### config.mk
export PLATFORM = sky130hd
export DESIGN_NAME = config_sequencer_flat
export DESIGN_NICKNAME = d
export VERILOG_FILES = /design/src/rtl/config_sequencer_if.sv /design/src/rtl/config_sequencer.sv /design/src/flat_wrapper.sv
export SDC_FILE = /design/constraint.sdc
export NUM_CORES = 1
export LEC_CHECK = 0
export CAP_MARGIN = 20
export CORE_UTILIZATION = 53
export CTS_CLUSTER_DIAMETER = 50
export DETAILED_ROUTE_END_ITERATION = 10
export GPL_ROUTABILITY_DRIVEN = 0
export PLACE_DENSITY = 0.79
export SKIP_LAST_GASP = 1
export SYNTH_ARGS = -nofsm -noshare
export SYNTH_HDL_FRONTEND = slang
export SYNTH_SLANG_ARGS = --single-unit
### constraint.sdc
create_clock -name clk -period 3.8 [get_ports clk]
set_clock_uncertainty 0.2 [all_clocks]
set_input_delay 0.57 -clock clk [delete_from_list [all_inputs] [get_ports clk]]
set_output_delay 0.57 -clock clk [all_outputs]
set_load 0.05 [all_outputs]
### src/rtl/config_sequencer_if.sv
// config_sequencer_if -- bundles every config_sequencer signal except clk/rstn.
//
// Optional macro: CFG_ACTIVE_MASK_EN adds the active_mask member.
//
// Members (driven by master, observed by slave unless noted):
//   chip_en, start_exec, trigger_in : global enable, program start level, advance qualifier
//   wr_en_op, wr_en_r, wr_addr,
//   wr_data_op, wr_data_r           : config memory write port (IDLE only)
//   loop_end, vec_size              : loop bound and vector length minus 1
//   active_mask                     : per-address enable (CFG_ACTIVE_MASK_EN only)
//   ctrl_op, ctrl_r, addr_op,
//   vec_cnt, busy, dbg_state        : outputs of the slave (sequencer)
//
// Handshake: there is no valid/ready pair. trigger_in is sampled on each clk
// edge while running; 1 means "consume one step now", 0 means "hold".
// chip_en=0 suppresses every update, including writes.
interface config_sequencer_if #(
  parameter int CM_WIDTH_OP = 24,
  parameter int NUM_CH      = 4,
  parameter int SEL_BITS    = 4,
  parameter int TRIG_BITS   = 3,
  parameter int CM_DEPTH    = 8,
  parameter int VEC_WIDTH   = 4
);
  localparam int AW = (CM_DEPTH > 1) ? $clog2(CM_DEPTH) : 1;
  localparam int VB = (VEC_WIDTH > 1) ? $clog2(VEC_WIDTH) : 1;

  logic                                   chip_en;
  logic                                   start_exec;
  logic                                   trigger_in;
  logic                                   wr_en_op;
  logic                                   wr_en_r;
  logic [AW-1:0]                          wr_addr;
  logic [CM_WIDTH_OP-1:0]                 wr_data_op;
  logic [NUM_CH*(SEL_BITS+TRIG_BITS)-1:0] wr_data_r;
  logic [AW-1:0]                          loop_end;
  logic [VB-1:0]                          vec_size;
`ifdef CFG_ACTIVE_MASK_EN
  logic [CM_DEPTH-1:0]                    active_mask;
`endif
  logic [CM_WIDTH_OP-1:0]                 ctrl_op;
  logic [NUM_CH*SEL_BITS-1:0]             ctrl_r;
  logic [AW-1:0]                          addr_op;
  logic [VB-1:0]                          vec_cnt;
  logic                                   busy;
  logic [1:0]                             dbg_state;

  modport master (
`ifdef CFG_ACTIVE_MASK_EN
    output active_mask,
`endif
    output chip_en, start_exec, trigger_in, wr_en_op, wr_en_r, wr_addr,
    output wr_data_op, wr_data_r, loop_end, vec_size,
    input  ctrl_op, ctrl_r, addr_op, vec_cnt, busy, dbg_state
  );

  modport slave (
`ifdef CFG_ACTIVE_MASK_EN
    input  active_mask,
`endif
    input  chip_en, start_exec, trigger_in, wr_en_op, wr_en_r, wr_addr,
    input  wr_data_op, wr_data_r, loop_end, vec_size,
    output ctrl_op, ctrl_r, addr_op, vec_cnt, busy, dbg_state
  );
endinterface

### src/rtl/config_sequencer.sv
// config_sequencer -- single-clock PE configuration sequencer for a CGRA tile.
//
// Holds an operation memory and an NUM_CH-channel routing memory, steps through
// them with loop bound / vector sub-step / NOP hold counters and drives the PE
// operation word and per-channel routing selects. Clock enables only.
//
// Optional macro: CFG_ACTIVE_MASK_EN -- per-address active mask; inactive words
// present IDLE_OP, do not update routing and have their NOP field read as 0.
//
// Ports:
//   clk  : system clock
//   rstn : asynchronous active-low reset
//   bus  : config_sequencer_if.slave (controls, write port, outputs, dbg_state)
module config_sequencer #(
  parameter int                     CM_WIDTH_OP = 24,
  parameter int                     NOP_BITS    = 3,
  parameter int                     NUM_CH      = 4,
  parameter int                     SEL_BITS    = 4,
  parameter int                     TRIG_BITS   = 3,
  parameter int                     CM_DEPTH    = 8,
  parameter int                     VEC_WIDTH   = 4,
  parameter logic [CM_WIDTH_OP-1:0] IDLE_OP     = 24'h000FFF
) (
  input  logic               clk,
  input  logic               rstn,
  config_sequencer_if.slave  bus
);
  localparam int AW = (CM_DEPTH > 1) ? $clog2(CM_DEPTH) : 1;
  localparam int VB = (VEC_WIDTH > 1) ? $clog2(VEC_WIDTH) : 1;
  localparam int RW = SEL_BITS + TRIG_BITS;
  localparam logic [AW-1:0] LAST_ADDR = AW'(CM_DEPTH - 1);

  typedef enum logic [1:0] {
    ST_IDLE  = 2'd0,
    ST_PRIME = 2'd1,
    ST_RUN   = 2'd2
  } state_e;

  state_e                     state_q, state_d;
  logic                       start_prev_q, start_prev_d;
  logic [AW-1:0]              addr_q, addr_d;
  logic [VB-1:0]              vec_q, vec_d;
  logic [NOP_BITS-1:0]        nop_q, nop_d;
  logic [CM_WIDTH_OP-1:0]     op_q, op_d;
  logic [NUM_CH*SEL_BITS-1:0] r_q, r_d;

  logic [CM_WIDTH_OP-1:0]     mem_op [CM_DEPTH];
  logic [NUM_CH*RW-1:0]       mem_r  [CM_DEPTH];

  logic [AW-1:0]              eff_end;
  logic [NOP_BITS-1:0]        nop_field;
  logic [NUM_CH*RW-1:0]       r_word;
  logic                       cur_active;
  logic                       nxt_active;
  logic                       load_r;

`ifdef CFG_ACTIVE_MASK_EN
  assign cur_active = bus.active_mask[addr_q];
  assign nxt_active = bus.active_mask[addr_d];
`else
  assign cur_active = 1'b1;
  assign nxt_active = 1'b1;
`endif

  always_comb begin
    state_d      = state_q;
    start_prev_d = start_prev_q;
    addr_d       = addr_q;
    vec_d        = vec_q;
    nop_d        = nop_q;
    op_d         = op_q;
    r_d          = r_q;
    load_r       = 1'b0;
    eff_end      = (bus.loop_end > LAST_ADDR) ? LAST_ADDR : bus.loop_end;
    nop_field    = cur_active ? op_q[CM_WIDTH_OP-1 -: NOP_BITS] : '0;

    if (bus.chip_en) begin
      start_prev_d = bus.start_exec;
      if (state_q != ST_IDLE && !bus.start_exec) begin
        state_d = ST_IDLE;
        addr_d  = '0;
        vec_d   = '0;
        nop_d   = '0;
        op_d    = IDLE_OP;
        r_d     = '1;
      end else begin
        unique case (state_q)
          ST_IDLE: begin
            if (bus.start_exec && !start_prev_q) state_d = ST_PRIME;
          end
          ST_PRIME: begin
            state_d = ST_RUN;
            addr_d  = '0;
            vec_d   = '0;
            nop_d   = '0;
            op_d    = mem_op[0];
            load_r  = 1'b1;
          end
          ST_RUN: begin
            if (bus.trigger_in) begin
              load_r = 1'b1;
              if (vec_q < bus.vec_size) begin
                vec_d = vec_q + VB'(1);
              end else begin
                vec_d = '0;
                if (nop_q < nop_field) begin
                  nop_d = nop_q + NOP_BITS'(1);
                end else begin
                  nop_d  = '0;
                  addr_d = (addr_q == eff_end) ? '0 : addr_q + AW'(1);
                  // Fetch with the address so ctrl_op never lags addr_op.
                  op_d   = mem_op[addr_d];
                end
              end
            end
          end
          default: state_d = ST_IDLE;
        endcase
      end
    end

    // A channel picks up its select when the step being entered matches its
    // trigger offset for the word being entered; offsets beyond vec_size
    // never match, so that channel holds.
    r_word = mem_r[addr_d];
    if (load_r && nxt_active) begin
      for (int c = 0; c < NUM_CH; c++) begin
        if (32'(r_word[c*RW+SEL_BITS +: TRIG_BITS]) == 32'(vec_d))
          r_d[c*SEL_BITS +: SEL_BITS] = r_word[c*RW +: SEL_BITS];
      end
    end
  end

  always_ff @(posedge clk or negedge rstn) begin
    if (!rstn) begin
      state_q      <= ST_IDLE;
      start_prev_q <= 1'b0;
      addr_q       <= '0;
      vec_q        <= '0;
      nop_q        <= '0;
      op_q         <= IDLE_OP;
      r_q          <= '1;
    end else begin
      state_q      <= state_d;
      start_prev_q <= start_prev_d;
      addr_q       <= addr_d;
      vec_q        <= vec_d;
      nop_q        <= nop_d;
      op_q         <= op_d;
      r_q          <= r_d;
    end
  end

  // Config memories: not reset, writable only while idle and enabled.
  always_ff @(posedge clk) begin
    if (bus.chip_en && state_q == ST_IDLE && bus.wr_addr <= LAST_ADDR) begin
      if (bus.wr_en_op) mem_op[bus.wr_addr] <= bus.wr_data_op;
      if (bus.wr_en_r)  mem_r[bus.wr_addr]  <= bus.wr_data_r;
    end
  end

  assign bus.ctrl_op   = cur_active ? op_q : IDLE_OP;
  assign bus.ctrl_r    = r_q;
  assign bus.addr_op   = addr_q;
  assign bus.vec_cnt   = vec_q;
  assign bus.busy      = (state_q != ST_IDLE);
  assign bus.dbg_state = state_q;
endmodule
### src/flat_wrapper.sv
// flat-port wrapper written by rule: the top's interface ports become plain ports
module config_sequencer_flat 
#(
  parameter int                     CM_WIDTH_OP = 24,
  parameter int                     NOP_BITS    = 3,
  parameter int                     NUM_CH      = 4,
  parameter int                     SEL_BITS    = 4,
  parameter int                     TRIG_BITS   = 3,
  parameter int                     CM_DEPTH    = 8,
  parameter int                     VEC_WIDTH   = 4,
  parameter logic [CM_WIDTH_OP-1:0] IDLE_OP     = 24'h000FFF
)
  (clk, rstn, bus_chip_en, bus_start_exec, bus_trigger_in, bus_wr_en_op, bus_wr_en_r, bus_wr_addr, bus_wr_data_op, bus_wr_data_r, bus_loop_end, bus_vec_size, bus_ctrl_op, bus_ctrl_r, bus_addr_op, bus_vec_cnt, bus_busy, bus_dbg_state);
  config_sequencer_if #(.CM_WIDTH_OP(CM_WIDTH_OP), .NUM_CH(NUM_CH), .SEL_BITS(SEL_BITS), .TRIG_BITS(TRIG_BITS), .CM_DEPTH(CM_DEPTH), .VEC_WIDTH(VEC_WIDTH)) bus_i ();
  input  logic clk;
  input  logic rstn;
  input wire logic [$bits(bus_i.chip_en)-1:0] bus_chip_en;
  input wire logic [$bits(bus_i.start_exec)-1:0] bus_start_exec;
  input wire logic [$bits(bus_i.trigger_in)-1:0] bus_trigger_in;
  input wire logic [$bits(bus_i.wr_en_op)-1:0] bus_wr_en_op;
  input wire logic [$bits(bus_i.wr_en_r)-1:0] bus_wr_en_r;
  input wire logic [$bits(bus_i.wr_addr)-1:0] bus_wr_addr;
  input wire logic [$bits(bus_i.wr_data_op)-1:0] bus_wr_data_op;
  input wire logic [$bits(bus_i.wr_data_r)-1:0] bus_wr_data_r;
  input wire logic [$bits(bus_i.loop_end)-1:0] bus_loop_end;
  input wire logic [$bits(bus_i.vec_size)-1:0] bus_vec_size;
  output wire logic [$bits(bus_i.ctrl_op)-1:0] bus_ctrl_op;
  output wire logic [$bits(bus_i.ctrl_r)-1:0] bus_ctrl_r;
  output wire logic [$bits(bus_i.addr_op)-1:0] bus_addr_op;
  output wire logic [$bits(bus_i.vec_cnt)-1:0] bus_vec_cnt;
  output wire logic [$bits(bus_i.busy)-1:0] bus_busy;
  output wire logic [$bits(bus_i.dbg_state)-1:0] bus_dbg_state;
  assign bus_i.chip_en = bus_chip_en;
  assign bus_i.start_exec = bus_start_exec;
  assign bus_i.trigger_in = bus_trigger_in;
  assign bus_i.wr_en_op = bus_wr_en_op;
  assign bus_i.wr_en_r = bus_wr_en_r;
  assign bus_i.wr_addr = bus_wr_addr;
  assign bus_i.wr_data_op = bus_wr_data_op;
  assign bus_i.wr_data_r = bus_wr_data_r;
  assign bus_i.loop_end = bus_loop_end;
  assign bus_i.vec_size = bus_vec_size;
  assign bus_ctrl_op = bus_i.ctrl_op;
  assign bus_ctrl_r = bus_i.ctrl_r;
  assign bus_addr_op = bus_i.addr_op;
  assign bus_vec_cnt = bus_i.vec_cnt;
  assign bus_busy = bus_i.busy;
  assign bus_dbg_state = bus_i.dbg_state;
  config_sequencer #(.CM_WIDTH_OP(CM_WIDTH_OP), .NOP_BITS(NOP_BITS), .NUM_CH(NUM_CH), .SEL_BITS(SEL_BITS), .TRIG_BITS(TRIG_BITS), .CM_DEPTH(CM_DEPTH), .VEC_WIDTH(VEC_WIDTH), .IDLE_OP(IDLE_OP)) u_core (.clk(clk), .rstn(rstn), .bus(bus_i));
endmodule
==> out/results.txt <==
CTS H-tree lvls -> 2
hold path endpoint -> u_core.bus.ctrl_op[18]
die footprint -> 0.0366 mm²
Peak VDD IR -> 707 µV
FF-to-FF End -> u_core.bus.ctrl_r[7]
Max-slew headroom -> 43.0%
Rows -> 68
GRT Total Usage -> 25.7%
Reg clk slew, reported paths -> 0.06 ns
R2R Path Start -> u_core.bus.ctrl_op[23]
P_leak -> 7.83 nW
fill count -> 2390
Slew Limit Fails -> 0
status -> complete, no violations
Worst-Margin Slew -> 0.855 ns
Clock Tree Buf Depth -> 3
post-placement cell count -> 1965
Max Cap Violations -> 0
pin count of the biggest net entering global routing -> 73
Final Hold Viols -> 0
Slowest-stage cell, CP -> a2111oi_1
Num Clock Sinks -> 467
Area Overhead vs Synth -> 19.3%
cells after synthesis -> 1397
CP Data Arrival Time -> 3.98 ns
Fin Setup TNS -> 0 ns
sequential share of the synthesized area -> 72.8%
grt total ovfl -> 0
Hold Startpoint -> u_core.bus.ctrl_op[18]
crit-path max cell delay -> 0.44 ns
EDFF count, synth -> 416
crit-path most repeated cell -> buf_4
Antenna Cells -> 0
CP Class -> register to register
Worst R2R Setup Slack -> 0.09 ns
CTS tree -> done
worst hold path class -> register to register
Worst Path Max Fanout -> 19
Die X -> 191 µm
setup bufs post-CTS -> 0
length in cells of the worst reg-to-reg path -> 17
share of post-route cells with drive strength above 1 -> 14.4%
Final nets -> 1635
CTS Buf Count -> 46
Core Area -> 0.0349 mm²
worst endpoint required time -> 4.08 ns
Final Cell Area -> 0.0226 mm²
via count -> 12800
Buf/Inv on CP -> 6
pwr dens -> 579 mW/mm²
global-route wire length before repair -> 70700 µm
syn nets -> 1473
DR iter-0 viols -> 1508
final wirelength -> 46500 µm
cell family contributing the most delay on the critical path -> compound AO/OA/AOI/OAI gates
vias in the first global route -> 12600
final core utilization -> 64.9%
Clk Latency, worst-skew pair -> 0.57 ns
First-pass DRT Iterations -> 6
Port Buffers -> 114
Ports -> 115
worst path cell trace -> inv_1 -> ha_1 -> nand2_1 -> o21ai_2 -> buf_4 -> and4_1 -> o22a_4 -> inv_2 -> buf_12 -> buf_4 -> nand2_1 -> a21o_1 -> a31oi_1 -> a2111oi_1 -> nor4bb_2 -> buf_4 -> mux2i_1
yosys warns -> 0
cell area after technology mapping -> 0.0190 mm²
Syn Area/Cell -> 13.6 µm²
antenna-violating nets left -> 0
initial antenna violation count -> 0
post-synthesis register bit count -> 467
async set or reset register ratio after synthesis -> 10.9%
Routed WL per cell -> 22.7 µm
final number of setup-violating endpoints -> 0
min cycle time layout -> 3.71 ns
Startpoint Class -> register
clock root cell -> clkbuf_16
unrepaired setup endpoints after global routing -> false
Starting Density -> 54.4%
multi-input logic area -> 0.00487 mm²
fin crit share -> 97.6%
fin cells -> 2050
dpl cell area -> 0.0211 mm²
vias per cell -> 6.22
CP endpoint kind -> register
hold depth -> 2
Max Freq -> 0.270 GHz
DIE HEIGHT -> 191 µm
Netlist cell types -> 62
Primary FF master, synth -> edfxtp_1
DRC violations left -> 0
Final HPWL DP -> 26700 µm
sequential cell area -> 0.0138 mm²
-- routing by layer --
| layer | vias up | GRT usage, % | wire length (µm) |
|---|---|---|---|
| li1 | 5611 | - | - |
| met1 | 6288 | 33.7 | 17600 |
| met2 | 720 | 42.3 | 22800 |
| met3 | 135 | 5.03 | 4550 |
| met4 | 0 | 10.3 | 1510 |
| met5 | - | 0 | 0 |
-- synth_stat cells, types with 3 or more instances --
master / number / area (µm²)
xnor2_1: 9 / 78.8
nor2b_1: 3 / 18.8
nor4bb_1: 3 / 30.0
clkbuf_1: 66 / 248
o21ai_0: 40 / 200
buf_2: 13 / 65.1
o22ai_1: 3 / 18.8
edfxtp_1: 416 / 12500
o21ai_1: 3 / 15.0
a211oi_1: 6 / 45.0
a32oi_1: 4 / 35.0
and3_1: 27 / 169
xor2_1: 3 / 26.3
nand4_1: 3 / 18.8
o221ai_1: 12 / 105
nand2b_1: 7 / 43.8
dfstp_2: 28 / 736
a21oi_1: 29 / 145
nor3_1: 7 / 35.0
ha_1: 9 / 113
nor2_1: 54 / 203
dfrtp_1: 23 / 576
a221oi_1: 24 / 210
buf_1: 7 / 26.3
o22a_1: 13 / 114
a21o_1: 3 / 22.5
o311ai_0: 12 / 105
mux2i_1: 41 / 410
buf_6: 3 / 33.8
nand2_1: 277 / 1040
a31oi_1: 31 / 194
or3_1: 15 / 93.8
nand3_1: 122 / 611
inv_1: 12 / 45.0
o211ai_1: 16 / 120
a311oi_1: 20 / 175
-- worst max-delay path by stage --
stage	startpoint	to	slack (ns)	depth (start not counted)
after floorplan	u_core.bus.dbg_state[0]	u_core.bus.ctrl_r[12]	0.006	16
after global placement	bus_vec_size[1]	u_core.bus.ctrl_r[3]	-0.26	16
after detailed placement	bus_vec_size[1]	u_core.bus.ctrl_r[1]	-0.39	16
after CTS	u_core.bus.dbg_state[1]	u_core.bus.ctrl_r[1]	0.06	15
after global routing	u_core.bus.dbg_state[1]	u_core.bus.ctrl_r[8]	0.03	15
final	u_core.bus.ctrl_op[23]	u_core.bus.ctrl_r[7]	0.09	17
-- through the flow --
| step | hold WS (ns) | power, mW | setup slack (ns) |
|---|---|---|---|
| 2_1_floorplan | 0.0744 | 7.79 | 0.00559 |
| 3_3_place_gp | 0.264 | 8.74 | -0.263 |
| 4_1_cts | 0.284 | 13.1 | 0.0636 |
| 3_5_place_dp | 0.271 | 8.82 | -0.393 |
| 5_1_grt | 0.309 | 13.5 | 0.0308 |
| 6_report | 0.276 | 13.1 | 0.0929 |
-- layout make-up --
| class | instances | area share [%] |
|---|---|---|
| Inverter | 14 | 0.254 |
| Tap cell | 455 | 2.52 |
| Timing Repair Buffer | 205 | 8.38 |
| Clock inverter | 19 | 0.824 |
| Multi-Input combinational cell | 825 | 21.5 |
| Sequential cell | 467 | 61.0 |
| Clock buffer | 65 | 5.53 |
-- worst register-to-register path, cell delays in order, from the launching register on --
cell       delay, ns
dfrtp_1         0.40
inv_1           0.09
ha_1            0.30
nand2_1         0.06
o21ai_2         0.22
buf_4           0.18
and4_1          0.20
o22a_4          0.14
inv_2           0.05
buf_12          0.15
buf_4           0.16
nand2_1         0.06
a21o_1          0.11
a31oi_1         0.07
a2111oi_1       0.44
nor4bb_2        0.33
buf_4           0.22
mux2i_1         0.23
-- cells in the final DEF (no fill, tap or decap), types with 4 or more instances in the layout --
master,count
nand2_1,277
buf_4,84
inv_1,12
o21ai_0,39
clkbuf_1,16
nor2_1,42
xnor2_1,9
a311oi_1,19
dfrtp_1,22
o211ai_1,16
a221oi_1,24
nand3_1,122
nor2_2,11
edfxtp_1,416
and3_1,26
o311ai_0,12
o221ai_1,12
clkinv_2,9
nand2b_1,7
dfstp_2,28
a32oi_1,4
a21oi_1,29
mux2i_1,41
buf_12,6
a31oi_1,31
clkdlybuf4s50_1,113
or3_1,15
ha_1,8
clkbuf_16,46
o22a_1,13
-- registers in the layout (all words and copies together) (netlist names) --
name                  flops
u_core.bus.dbg_state      2
u_core.bus.addr_op        3
u_core.start_prev_q       1
u_core.mem_op           192
u_core.bus.ctrl_op       24
u_core.mem_r            224
u_core.bus.vec_cnt        2
u_core.bus.ctrl_r        16
u_core.nop_q              3
-- what timing repair did --
| action | in CTS | in global routing |
|---|---|---|
| hold buffers | 1 | 0 |
| gates resized for setup | 0 | 12 |
| endpoints found under the hold margin | 18 | 0 |
| endpoints found under the setup margin | 0 | 11 |
-- cell families after synthesis --
kind of cell    Yosys count  synth area share, %
simple gates            530                 12.6
xor+xnor                 12                0.554
fa+ha+maj                 9                0.594
buf+inv                 105                 2.48
flops                   467                 72.8
compound gates          231                 8.78
mux                      43                 2.28
-- where the power goes --
part | internal, mW | total [mW] | switching, mW
combinational | 0.883 | 2.64 | 1.76
sequential | 5.95 | 6.12 | 0.166
clock | 2.46 | 4.34 | 1.89
total | 9.29 | 13.1 | 3.81
Power figures use the tool's default switching activity.
